## src/rtl/uart_rx_pkg.sv

```systemverilog
// Shared types and constants for the UART receive path.
// State encoding, minimum prescale and sample-window offsets.
package uart_rx_pkg;

  localparam logic [2:0] S_IDLE     = 3'd0;
  localparam logic [2:0] S_START    = 3'd1;
  localparam logic [2:0] S_DATA     = 3'd2;
  localparam logic [2:0] S_PARITY   = 3'd3;
  localparam logic [2:0] S_STOP1    = 3'd4;
  localparam logic [2:0] S_STOP2    = 3'd5;
  localparam logic [2:0] S_DONE     = 3'd6;
  localparam logic [2:0] S_BRK_WAIT = 3'd7;

  typedef enum logic [2:0] {
    ST_IDLE     = S_IDLE,
    ST_START    = S_START,
    ST_DATA     = S_DATA,
    ST_PARITY   = S_PARITY,
    ST_STOP1    = S_STOP1,
    ST_STOP2    = S_STOP2,
    ST_DONE     = S_DONE,
    ST_BRK_WAIT = S_BRK_WAIT
  } rx_state_e;

  localparam int MIN_PRESCALE = 8;

  // Taps sit at P/2-1, P/2, P/2+1; vote is ready at P/2+2.
  localparam int TAP_LO_SUB = 1;
  localparam int TAP_HI_ADD = 1;
  localparam int DONE_ADD   = 2;

endpackage

```

## src/rtl/uart_rx_if.sv

```systemverilog
// Configuration, serial line and status bundle of the RX controller.
// master = line/config driver, slave = receiver.
interface uart_rx_if #(
  parameter int DATA_WIDTH     = 8,
  parameter int PRESCALE_WIDTH = 6
);

  logic                      RX_IN;
  logic                      PAR_EN;
  logic                      PAR_TYP;
  logic                      STP2;
  logic [PRESCALE_WIDTH-1:0] Prescale;
  logic [DATA_WIDTH-1:0]     P_DATA;
  logic                      Data_Valid;
  logic                      Par_Err;
  logic                      Stp_Err;
  logic                      Brk_Det;
  logic                      Busy;

  modport master (
    output RX_IN, PAR_EN, PAR_TYP, STP2, Prescale,
    input  P_DATA, Data_Valid, Par_Err,
    input  Stp_Err, Brk_Det, Busy
  );

  modport slave (
    input  RX_IN, PAR_EN, PAR_TYP, STP2, Prescale,
    output P_DATA, Data_Valid, Par_Err,
    output Stp_Err, Brk_Det, Busy
  );

endinterface

```

## src/rtl/uart_rx_sampler.sv

```systemverilog
// Oversampling edge counter with 3-tap majority vote.
// Emits samp_done mid-bit and bit_end on the last edge of a bit.
module uart_rx_sampler
  import uart_rx_pkg::*;
#(
  parameter int PRESCALE_WIDTH = 6
) (
  input  logic                      CLK,
  input  logic                      RST,
  input  logic                      enable,
  input  logic [PRESCALE_WIDTH-1:0] prescale,
  input  logic                      rx_s,
  output logic                      samp_done,
  output logic                      bit_end,
  output logic                      maj
);

  typedef logic [PRESCALE_WIDTH-1:0] cnt_t;

  cnt_t       edge_q;
  cnt_t       edge_d;
  cnt_t       half;
  logic [2:0] tap_q;
  logic [2:0] tap_d;

  always_comb begin
    half      = prescale >> 1;
    bit_end   = enable &&
                (edge_q == prescale - cnt_t'(1));
    samp_done = enable &&
                (edge_q == half + cnt_t'(DONE_ADD));
    maj       = (tap_q[0] & tap_q[1]) |
                (tap_q[0] & tap_q[2]) |
                (tap_q[1] & tap_q[2]);
    edge_d    = '0;
    if (enable && !bit_end) begin
      edge_d = edge_q + cnt_t'(1);
    end
    tap_d = tap_q;
    if (enable) begin
      if (edge_q == half - cnt_t'(TAP_LO_SUB)) begin
        tap_d[0] = rx_s;
      end
      if (edge_q == half) begin
        tap_d[1] = rx_s;
      end
      if (edge_q == half + cnt_t'(TAP_HI_ADD)) begin
        tap_d[2] = rx_s;
      end
    end
  end

  always_ff @(posedge CLK or negedge RST) begin
    if (!RST) begin
      edge_q <= '0;
      tap_q  <= '1;
    end else begin
      edge_q <= edge_d;
      tap_q  <= tap_d;
    end
  end

endmodule

```

## src/rtl/uart_rx_ctrl.sv

```systemverilog
// UART receive controller: frame FSM, deserializer, parity,
// framing and break detection with registered status pulses.
module uart_rx_ctrl
  import uart_rx_pkg::*;
#(
  parameter int DATA_WIDTH     = 8,
  parameter int PRESCALE_WIDTH = 6,
  parameter int SYNC_STAGES    = 2
) (
  input  logic     CLK,
  input  logic     RST,
  uart_rx_if.slave bus
);

  localparam int BW = $clog2(DATA_WIDTH);

  typedef logic [DATA_WIDTH-1:0]     word_t;
  typedef logic [PRESCALE_WIDTH-1:0] psc_t;
  typedef logic [BW-1:0]             bcnt_t;

  logic [SYNC_STAGES-1:0] sync_q, sync_d;
  rx_state_e state_q, state_d;
  bcnt_t     bit_q, bit_d;
  word_t     shreg_q, shreg_d;
  word_t     pdata_q, pdata_d;
  psc_t      presc_q, presc_d;
  logic      par_en_q, par_en_d;
  logic      par_typ_q, par_typ_d;
  logic      stp2_q, stp2_d;
  logic      par_bad_q, par_bad_d;
  logic      stp_bad_q, stp_bad_d;
  logic      brk_q, brk_d;
  logic      par_bit_q, par_bit_d;
  logic      dv_q, dv_d;
  logic      pe_q, pe_d;
  logic      se_q, se_d;
  logic      bd_q, bd_d;
  logic      busy_q, busy_d;

  logic rx_s;
  logic samp_en;
  logic samp_done;
  logic bit_end;
  logic maj;

  assign rx_s    = sync_q[SYNC_STAGES-1];
  assign samp_en = (state_q != ST_IDLE) &&
                   (state_q != ST_DONE) &&
                   (state_q != ST_BRK_WAIT);

  uart_rx_sampler #(
    .PRESCALE_WIDTH (PRESCALE_WIDTH)
  ) u_samp (
    .CLK       (CLK),
    .RST       (RST),
    .enable    (samp_en),
    .prescale  (presc_q),
    .rx_s      (rx_s),
    .samp_done (samp_done),
    .bit_end   (bit_end),
    .maj       (maj)
  );

  always_comb begin
    sync_d    = {sync_q[SYNC_STAGES-2:0], bus.RX_IN};
    state_d   = state_q;
    bit_d     = bit_q;
    shreg_d   = shreg_q;
    pdata_d   = pdata_q;
    presc_d   = presc_q;
    par_en_d  = par_en_q;
    par_typ_d = par_typ_q;
    stp2_d    = stp2_q;
    par_bad_d = par_bad_q;
    stp_bad_d = stp_bad_q;
    brk_d     = brk_q;
    par_bit_d = par_bit_q;
    dv_d      = 1'b0;
    pe_d      = 1'b0;
    se_d      = 1'b0;
    bd_d      = 1'b0;

    unique case (state_q)
      ST_IDLE: begin
        if (!rx_s) begin
          state_d   = ST_START;
          par_en_d  = bus.PAR_EN;
          par_typ_d = bus.PAR_TYP;
          stp2_d    = bus.STP2;
          // Clamp to the minimum and force even.
          if (bus.Prescale < psc_t'(MIN_PRESCALE)) begin
            presc_d = psc_t'(MIN_PRESCALE);
          end else begin
            presc_d = {bus.Prescale[PRESCALE_WIDTH-1:1], 1'b0};
          end
          par_bad_d = 1'b0;
          stp_bad_d = 1'b0;
          brk_d     = 1'b0;
          par_bit_d = 1'b0;
        end
      end
      ST_START: begin
        if (samp_done && maj) begin
          state_d = ST_IDLE;
        end else if (bit_end) begin
          state_d = ST_DATA;
          bit_d   = '0;
        end
      end
      ST_DATA: begin
        if (samp_done) begin
          shreg_d[bit_q] = maj;
        end
        if (bit_end) begin
          if (bit_q == bcnt_t'(DATA_WIDTH - 1)) begin
            state_d = par_en_q ? ST_PARITY : ST_STOP1;
          end else begin
            bit_d = bit_q + bcnt_t'(1);
          end
        end
      end
      ST_PARITY: begin
        if (samp_done) begin
          par_bit_d = maj;
          par_bad_d = ((^shreg_q) ^ maj) != par_typ_q;
        end
        if (bit_end) begin
          state_d = ST_STOP1;
        end
      end
      ST_STOP1: begin
        if (samp_done) begin
          if (!maj) begin
            if (shreg_q == '0 && (!par_en_q || !par_bit_q)) begin
              brk_d = 1'b1;
            end else begin
              stp_bad_d = 1'b1;
            end
            state_d = ST_DONE;
          end else if (!stp2_q) begin
            state_d = ST_DONE;
          end
        end else if (bit_end) begin
          state_d = ST_STOP2;
        end
      end
      ST_STOP2: begin
        if (samp_done) begin
          if (!maj) begin
            stp_bad_d = 1'b1;
          end
          state_d = ST_DONE;
        end
      end
      ST_DONE: begin
        state_d = brk_q ? ST_BRK_WAIT : ST_IDLE;
      end
      ST_BRK_WAIT: begin
        if (rx_s) begin
          state_d = ST_IDLE;
        end
      end
      default: state_d = ST_IDLE;
    endcase

    // Pulses are registered so they line up with the DONE cycle.
    if (state_d == ST_DONE) begin
      dv_d = ~par_bad_d & ~stp_bad_d & ~brk_d;
      pe_d = par_bad_d;
      se_d = stp_bad_d & ~brk_d;
      bd_d = brk_d;
      if (dv_d) begin
        pdata_d = shreg_d;
      end
    end
    busy_d = (state_d != ST_IDLE);
  end

  always_ff @(posedge CLK or negedge RST) begin
    if (!RST) begin
      sync_q    <= '1;
      state_q   <= ST_IDLE;
      bit_q     <= '0;
      shreg_q   <= '0;
      pdata_q   <= '0;
      presc_q   <= psc_t'(MIN_PRESCALE);
      par_en_q  <= 1'b0;
      par_typ_q <= 1'b0;
      stp2_q    <= 1'b0;
      par_bad_q <= 1'b0;
      stp_bad_q <= 1'b0;
      brk_q     <= 1'b0;
      par_bit_q <= 1'b0;
      dv_q      <= 1'b0;
      pe_q      <= 1'b0;
      se_q      <= 1'b0;
      bd_q      <= 1'b0;
      busy_q    <= 1'b0;
    end else begin
      sync_q    <= sync_d;
      state_q   <= state_d;
      bit_q     <= bit_d;
      shreg_q   <= shreg_d;
      pdata_q   <= pdata_d;
      presc_q   <= presc_d;
      par_en_q  <= par_en_d;
      par_typ_q <= par_typ_d;
      stp2_q    <= stp2_d;
      par_bad_q <= par_bad_d;
      stp_bad_q <= stp_bad_d;
      brk_q     <= brk_d;
      par_bit_q <= par_bit_d;
      dv_q      <= dv_d;
      pe_q      <= pe_d;
      se_q      <= se_d;
      bd_q      <= bd_d;
      busy_q    <= busy_d;
    end
  end

  assign bus.P_DATA     = pdata_q;
  assign bus.Data_Valid = dv_q;
  assign bus.Par_Err    = pe_q;
  assign bus.Stp_Err    = se_q;
  assign bus.Brk_Det    = bd_q;
  assign bus.Busy       = busy_q;

endmodule
```

## src/flat_wrapper.sv

```systemverilog
// flat-port wrapper written by rule: the top's interface ports become plain ports
module uart_rx_ctrl_flat import uart_rx_pkg::*;
#(
  parameter int DATA_WIDTH     = 8,
  parameter int PRESCALE_WIDTH = 6,
  parameter int SYNC_STAGES    = 2
)
  (CLK, RST, bus_RX_IN, bus_PAR_EN, bus_PAR_TYP, bus_STP2, bus_Prescale, bus_P_DATA, bus_Data_Valid, bus_Par_Err, bus_Stp_Err, bus_Brk_Det, bus_Busy);
  uart_rx_if #(.DATA_WIDTH(DATA_WIDTH), .PRESCALE_WIDTH(PRESCALE_WIDTH)) bus_i ();
  input  logic CLK;
  input  logic RST;
  input wire logic [$bits(bus_i.RX_IN)-1:0] bus_RX_IN;
  input wire logic [$bits(bus_i.PAR_EN)-1:0] bus_PAR_EN;
  input wire logic [$bits(bus_i.PAR_TYP)-1:0] bus_PAR_TYP;
  input wire logic [$bits(bus_i.STP2)-1:0] bus_STP2;
  input wire logic [$bits(bus_i.Prescale)-1:0] bus_Prescale;
  output wire logic [$bits(bus_i.P_DATA)-1:0] bus_P_DATA;
  output wire logic [$bits(bus_i.Data_Valid)-1:0] bus_Data_Valid;
  output wire logic [$bits(bus_i.Par_Err)-1:0] bus_Par_Err;
  output wire logic [$bits(bus_i.Stp_Err)-1:0] bus_Stp_Err;
  output wire logic [$bits(bus_i.Brk_Det)-1:0] bus_Brk_Det;
  output wire logic [$bits(bus_i.Busy)-1:0] bus_Busy;
  assign bus_i.RX_IN = bus_RX_IN;
  assign bus_i.PAR_EN = bus_PAR_EN;
  assign bus_i.PAR_TYP = bus_PAR_TYP;
  assign bus_i.STP2 = bus_STP2;
  assign bus_i.Prescale = bus_Prescale;
  assign bus_P_DATA = bus_i.P_DATA;
  assign bus_Data_Valid = bus_i.Data_Valid;
  assign bus_Par_Err = bus_i.Par_Err;
  assign bus_Stp_Err = bus_i.Stp_Err;
  assign bus_Brk_Det = bus_i.Brk_Det;
  assign bus_Busy = bus_i.Busy;
  uart_rx_ctrl #(.DATA_WIDTH(DATA_WIDTH), .PRESCALE_WIDTH(PRESCALE_WIDTH), .SYNC_STAGES(SYNC_STAGES)) u_core (.CLK(CLK), .RST(RST), .bus(bus_i));
endmodule
```

## config.mk

```make
export PLATFORM = sky130hd
export DESIGN_NAME = uart_rx_ctrl_flat
export DESIGN_NICKNAME = d
export VERILOG_FILES = /design/src/rtl/uart_rx_pkg.sv /design/src/rtl/uart_rx_if.sv /design/src/rtl/uart_rx_sampler.sv /design/src/rtl/uart_rx_ctrl.sv /design/src/flat_wrapper.sv
export SDC_FILE = /design/constraint.sdc
export NUM_CORES = 1
export LEC_CHECK = 0
export ABC_AREA = 0
export BUFFER_PORTS_ARGS = -buffer_cell sky130_fd_sc_hd__buf_2
export CAP_MARGIN = 10
export CORE_ASPECT_RATIO = 1.1
export CORE_MARGIN = 2
export CORE_UTILIZATION = 40
export DETAILED_ROUTE_END_ITERATION = 8
export GPL_TIMING_DRIVEN = 0
export SLEW_MARGIN = 10
export SYNTH_ARGS = -nofsm -noshare
export SYNTH_HDL_FRONTEND = slang
export SYNTH_SLANG_ARGS = --single-unit
```

## constraint.sdc

```tcl
create_clock -name CLK -period 8.69 [get_ports CLK]
set_input_delay 0.869 -clock CLK [delete_from_list [all_inputs] [get_ports CLK]]
set_output_delay 0.869 -clock CLK [all_outputs]
set_load 0.005 [all_outputs]
```

Yosys cells after proc, flatten, opt, wreduce, memory -nomap -nowiden
Index checks and enable logic that the tools add are counted.

word-level totals
  register bits after elaboration = 51
  latch bits = 0
  RAM bits = 0
  bits in read-only memories = 0
  input port bits = 12
  output and inout bits = 13
  logic and storage cells = 142
  memories kept = 0

operators by class
  add/subtract/negate cells = 6
  $mul = 0
  div/mod/pow operators = 0
  magnitude comparators = 3
  eq/ne operators = 23
  shifts and indexed selects = 0
  multiplexer cells = 49
  bitwise logic cells = 13
  reductions and logical operators = 26

operators with widths
  cell                   count
  $mux W3                18
  $eq A6 B6 Y1           4
  $pmux W3 S8            1
  $mux W1                19
  $eq A3 B3 Y1 const B   6
  $mux W8                2
  $mux W6                2
  $reduce_and A2 Y1      5
  $bwmux W8              1
  $logic_and A1 B1 Y1    8
  $logic_not A8 Y1       1
  $reduce_xor A8 Y1      1
  $add A5 B1 Y6 const B  1
  $add A5 B2 Y6 const B  1
  $add A6 B1 Y6 const B  1
  $and A1 B1 Y1          6
  $eq A3 B2 Y1 const B   2
  $eq A6 B5 Y1           1
  $lt A6 B4 Y1 const B   1
  $ne A2 B1 Y1 const B   3
  $ne A2 B2 Y1 const B   3
  $ne A3 B3 Y1 const B   2
  $pmux W1 S2            3
  $pmux W3 S2            1
  19 further kinds       27

Depth between registers and ports, before layout
  depth in word-level cells = 11
  gate-level depth with buffers = 11
  gate-level depth less buffers = 9

Modules after synthesis
From an unflattened synthesis, not the netlist that was laid out.

second synthesis, totals
  cell total of the unflattened synthesis = 310
  area, all modules = 3,079.2 um^2

modules (own cells, without submodules)
  module           instances  cells an instance  area an instance (um^2)  seq. area each (um^2)
  uart_rx_ctrl     1          181                1,990.7                  1,029.7
  uart_rx_sampler  1          129                1,088.5                  229.0

Worst setup path before layout
OpenSTA, ideal clock, no wires.

  path type = reg2reg
  start point = reg u_core.presc_q[3]
  end point = reg u_core.pdata_q[0] (netlist: u_core.bus.P_DATA[0])
  library setup time = 0.125 ns
  data arrival time = 2.887 ns
  required time = 8.565 ns
  setup slack = 5.678 ns
  cell stages (with the launch flop) = 12
  path buffers = 2
  period minus slack after synthesis = 3.012 ns
  cells stage by stage = dfstp_2 > clkbuf_1 > inv_1 > ha_1 > xor2_1 > nor2_1 > o2111ai_2 > buf_4 > a311oi_1 > nand3_1 > nor3_4 > mux2_2

between the ends
  cells in the longest elaborated chain, start to end = 9
  elaborated cells between the ends (all ways) = 31
  those cells by class = add/sub (2); eq/ne (3); mux (17); bitwise (5); reduce/logical (4)

ends and longest elaborated chain
  item                                                   line                 RTL
  from (decl)                                            uart_rx_ctrl.sv:26   psc_t presc_q, presc_d;
  from (signal assigned)                                 uart_rx_ctrl.sv:186  presc_q <= psc_t'(MIN_PRESCALE);
  from (signal assigned)                                 uart_rx_ctrl.sv:205  presc_q <= presc_d;
  branches (longest 9 deep; another with $sub A6 B1 Y6)  --
  to (signal assigned)                                   uart_rx_ctrl.sv:204  pdata_q <= pdata_d;
  to (decl)                                              uart_rx_ctrl.sv:25   word_t pdata_q, pdata_d;

Several ways; the timed one is not identified.
A chain may end at the register's enable or synchronous reset.

Final worst setup path
Ends and elaborated chain as after synthesis.

==> flow_summary.html <==
<table>
<tr><th>Metric</th><th>Value</th></tr>
<tr><th colspan="2">STA</th></tr>
<tr><td>Maximum clock frequency</td><td>278.5 MHz</td></tr>
<tr><td>Worst slew margin</td><td>0.4610</td></tr>
<tr><td>Shortest period the worst path allows</td><td>3.590 ns</td></tr>
<tr><td>Clock Skew</td><td>0.008485 ns</td></tr>
<tr><td>Final hold violation count</td><td>0</td></tr>
<tr><td>Fin crit share</td><td>0.4131</td></tr>
<tr><td>Final-report max-slew violation count</td><td>0</td></tr>
<tr><td>Worst Tran Pin Value</td><td>0.8077 ns</td></tr>
<tr><td>Final number of setup-violating endpoints</td><td>0</td></tr>
<tr><td>Unrepaired setup endpoints after global routing</td><td>no</td></tr>
<tr><td>Final setup TNS</td><td>0 ns</td></tr>
<tr><th colspan="2">Logic synthesis</th></tr>
<tr><td>Net count of the mapped netlist</td><td>319</td></tr>
<tr><td>Simple logic cell fraction of the synthesized area</td><td>0.1879</td></tr>
<tr><td>Sequential share of the synthesized area</td><td>0.4416</td></tr>
<tr><td>Yosys cell types</td><td>53</td></tr>
<tr><td>Number of warnings issued by yosys</td><td>0</td></tr>
<tr><td>Xor/xnor share of the synthesized area</td><td>0.08560</td></tr>
<tr><td>Library cell occupying the most area in the post-synthesis netlist</td><td>dfrtp_1</td></tr>
<tr><td>Largest family of logic cells by synthesized area</td><td>simple AND/OR/NAND/NOR gates</td></tr>
<tr><td>Share of async-settable or async-resettable flops after synthesis</td><td>1.000</td></tr>
<tr><td>Post-Syn Area per Cell</td><td>just under 10 um2</td></tr>
<tr><td>Compound-cell area share of the yosys netlist</td><td>0.1045</td></tr>
<tr><td>Count of flip-flops with a built-in enable after synthesis</td><td>0</td></tr>
<tr><td>Main flop type after synthesis</td><td>dfrtp_1</td></tr>
<tr><td>Dominant cells by area after synthesis</td><td>dfrtp_1 (39%), mux2_2 (6.7%), dfstp_2 (5.5%)</td></tr>
<tr><td>Synthesized instance count</td><td>between 200 and 300</td></tr>
<tr><td>Multiplexer fraction of the synthesized cell area</td><td>0.08121</td></tr>
<tr><td>Post-synthesis instance area</td><td>2850 um2</td></tr>
<tr><td>Area share of the largest cell type after synthesis</td><td>0.3863</td></tr>
<tr><td>Post-synthesis adder-cell area fraction</td><td>0.05619</td></tr>
<tr><td>Flip-flop and latch count after synthesis</td><td>50</td></tr>
<tr><th colspan="2">Power and ir drop</th></tr>
<tr><td>Net Sw Frac</td><td>0.4217</td></tr>
<tr><td>Internal portion of total power</td><td>532.6 uW</td></tr>
<tr><td>Power per cell area</td><td>291.7 nW/um2</td></tr>
<tr><td>Register share of total power</td><td>0.364</td></tr>
<tr><td>Switching power</td><td>388.4 uW</td></tr>
<tr><td>Leakage component of the power</td><td>between 1 and 1.5 nW</td></tr>
<tr><td>Part of the power in the clock network</td><td>0.142</td></tr>
<tr><td>Maximum vdd ir drop</td><td>0.1725 mV</td></tr>
<tr><td>Share of power burned in combinational logic</td><td>0.494</td></tr>
<tr><th colspan="2">Setup path</th></tr>
<tr><td>Depth of the most critical reg-to-reg path</td><td>11</td></tr>
<tr><td>Worst reg2reg path startpoint</td><td>u_core.presc_q[3]$_DFFE_PN1P_</td></tr>
<tr><td>Register-to-register setup slack</td><td>5.10 ns</td></tr>
<tr><td>Category of the critical setup timing path</td><td>reg -&gt; reg</td></tr>
<tr><td>Kind of start point of the critical path</td><td>flop</td></tr>
<tr><td>Worst Path Arrival</td><td>3.78 ns</td></tr>
<tr><td>CP Capture Type</td><td>flop</td></tr>
<tr><td>Highest fanout seen on the critical path</td><td>10</td></tr>
<tr><td>Worst setup path startpoint</td><td>u_core.presc_q[3]$_DFFE_PN1P_</td></tr>
<tr><td>Required time of the critical path</td><td>8.88 ns</td></tr>
<tr><th colspan="2">GRT</th></tr>
<tr><td>Overall overflow remaining after global route</td><td>0</td></tr>
<tr><td>Wire length of the first global-routing pass</td><td>around 10000 um</td></tr>
<tr><td>Global-route usage over all layers</td><td>0.1635</td></tr>
<tr><td>Number of antenna violations at the first check in global routing</td><td>0</td></tr>
<tr><td>Pin count of the biggest net entering global routing</td><td>51</td></tr>
<tr><td>Via count of the first global-routing pass</td><td>2288</td></tr>
<tr><th colspan="2">Clock tree</th></tr>
<tr><td>Total of cells resized after clock tree synthesis</td><td>0</td></tr>
<tr><td>CTS tree</td><td>built</td></tr>
<tr><td>Maximum clock path buffer count</td><td>2</td></tr>
<tr><td>Hold-fix buffer count after cts</td><td>0</td></tr>
<tr><td>CTS clk-pin slew, worst paths</td><td>around 0.090 ns</td></tr>
<tr><td>Number of buffers inserted during clock tree synthesis</td><td>5</td></tr>
<tr><td>Root buffer selected by CTS</td><td>clkbuf_8</td></tr>
<tr><td>Number of sinks driven by the clock tree</td><td>50</td></tr>
<tr><td>Clk Latency, worst-skew pair</td><td>0.30 ns</td></tr>
<tr><td>Number of H-tree branching levels</td><td>2</td></tr>
<tr><td>Post-CTS setup buffer count</td><td>0</td></tr>
<tr><th colspan="2">Floorplan</th></tr>
<tr><td>Core Area</td><td>6967 um2</td></tr>
<tr><td>Floorplan die area</td><td>7817 um2</td></tr>
<tr><td>Initial standard-cell utilization of the core</td><td>0.4091</td></tr>
<tr><td>Number of I/O pins</td><td>25</td></tr>
<tr><td>Die boundary height</td><td>92.53 um</td></tr>
<tr><td>Number of standard-cell rows in the floorplan</td><td>32</td></tr>
<tr><td>X dimension of the die</td><td>84.49 um</td></tr>
<tr><th colspan="2">Place</th></tr>
<tr><td>Gp weighted congestion</td><td>about 0.83</td></tr>
<tr><td>DP Wirelength</td><td>4513 um</td></tr>
<tr><td>Number of input and output port buffers inserted</td><td>23</td></tr>
<tr><th colspan="2">Route</th></tr>
<tr><td>Total number of vias</td><td>2164</td></tr>
<tr><td>Initial DRC Count</td><td>58</td></tr>
<tr><td>Post-route antenna net violation count</td><td>0</td></tr>
<tr><td>Initial DRT Pass Iterations</td><td>4</td></tr>
<tr><td>WL/cell</td><td>14.44 um</td></tr>
<tr><td>Post-route DRC</td><td>0</td></tr>
<tr><td>Mean number of vias per cell</td><td>5.278</td></tr>
<tr><td>Detailed Route WL</td><td>~6000 um</td></tr>
<tr><th colspan="2">Finish</th></tr>
<tr><td>Net count reported at finish</td><td>approximately 350</td></tr>
<tr><td>Synthesis-to-finish area growth</td><td>10.80%</td></tr>
<tr><td>Final core utilization</td><td>0.4533</td></tr>
<tr><td>Fraction of final layout cells with drive strength greater than 1</td><td>0.1938</td></tr>
<tr><td>Most common cell after layout, fill and taps aside</td><td>dfrtp_1</td></tr>
<tr><td>Number of antenna cells inserted</td><td>0</td></tr>
<tr><td>Leading cell types in the layout, fill and taps excluded</td><td>dfrtp_1 (44), nand2_1 (40), buf_2 (24)</td></tr>
<tr><th colspan="2">Flow run</th></tr>
<tr><td>Max-Cap Viols</td><td>0</td></tr>
<tr><th colspan="2">Min path</th></tr>
<tr><td>Number of cells on the worst hold path</td><td>0</td></tr>
<tr><td>Path class of the lowest-slack min-delay path</td><td>reg -&gt; reg</td></tr>
<tr><td>Min-Delay Startpoint</td><td>u_core.sync_q[0]$_DFF_PN1_</td></tr>
<tr><th colspan="2">Run status</th></tr>
<tr><td>Outcome</td><td>completed</td></tr>
</table>
[path summary, 6_finish.rpt]
check,endpoint
max reg2reg,u_core.bus.P_DATA[0]$_DFFE_PN0P_
min,u_core.sync_q[1]$_DFF_PN1_
min reg2reg,u_core.sync_q[1]$_DFF_PN1_
max in group asynchronous,u_core.u_samp.edge_q[3]$_DFF_PN0_
min in group asynchronous,u_core.presc_q[2]$_DFFE_PN0P_
max,u_core.bus.P_DATA[0]$_DFFE_PN0P_
[power groups by stage]
stage               Sequential (mW)  Clock [mW]  Combinational [mW]
finish                        0.336       0.131               0.455
global route                  0.342       0.144               0.515
global placement              0.340           0               0.443
detailed placement            0.341           0               0.452
CTS                           0.336       0.136               0.455
floorplan                     0.326           0               0.364
[per-layer routing]
layer / vias up / track usage / routed length (um)
li1: 1066 / - / -
met1: 1060 / 0.1930 / 2600
met2: 32 / 0.3005 / 3095
met4: 0 / 0.05688 / 71
met5: - / 0 / 0
met3: 6 / 0.02406 / 155
[Yosys cell counts (2+ instances only)]
library cell	number
dfstp_2	6
and3_1	2
nor4b_1	3
buf_2	2
clkbuf_1	9
nand3_1	16
mux2i_1	4
and2_1	2
a21oi_1	6
o31ai_1	2
xnor2_1	17
nor2_1	21
ha_1	12
dfrtp_1	44
nor3_1	8
xor2_1	9
o21ba_2	2
inv_1	19
o21ai_0	14
nand2b_1	3
nand2_1	40
mux2_2	17
a221oi_1	3
nor2b_1	5
[cells by family after synthesis]
kind of cell    after synthesis
simple gates                110
compound gates               43
flops                        50
buf+inv                      31
fa+ha+maj                    13
xor+xnor                     27
mux                          21
[area by class of cell]
type | count | area (um2)
Timing Repair Buffer | 23 | 117.6
Multi-Input combinational cell | 214 | 1469
Fill cell | 705 | 3809
Clock buffer | 5 | 68.82
Inverter | 19 | 71.32
Clock inverter | 2 | 15.01
Tap cell | 85 | 106.4
Buffer | 12 | 51.30
Sequential cell | 50 | 1259
[flip-flops by register name, indices dropped and copies added (netlist names)]
name and flops:
u_core.bit_q 3, u_core.brk_q 1, u_core.bus.Brk_Det 1, u_core.bus.Busy 1, u_core.bus.Data_Valid 1, u_core.bus.P_DATA 8
u_core.bus.Par_Err 1, u_core.bus.Stp_Err 1, u_core.par_bad_q 1, u_core.par_bit_q 1, u_core.par_en_q 1, u_core.par_typ_q 1
u_core.presc_q 5, u_core.shreg_q 8, u_core.state_q 3, u_core.stp2_q 1, u_core.stp_bad_q 1, u_core.sync_q 2
u_core.u_samp.edge_q 6, u_core.u_samp.tap_q 3
[critical path, stage by stage (launching register included)]
cell	delay, ns
dfstp_2	0.54
clkbuf_1	0.35
inv_1	0.15
ha_1	0.31
xor2_1	0.16
nor2_1	0.15
o2111ai_2	0.21
buf_4	0.24
a311oi_1	0.38
nand3_1	0.22
nor3_4	0.39
mux2_2	0.39
[through the flow]
stage	area [um2]	setup slack [ns]	std cells	total power, mW	hold slack (ns)
after floorplan	2850	5.678	295	0.6904	0.3452
after global placement	3072	5.124	403	0.7823	0.3523
after detailed placement	3072	5.079	403	0.7930	0.3497
after CTS	3156	5.079	410	0.9274	0.3660
after global routing	3158	4.859	410	1.002	0.3703
final	3158	5.100	410	0.9211	0.3664
Power figures use the tool's default switching activity.
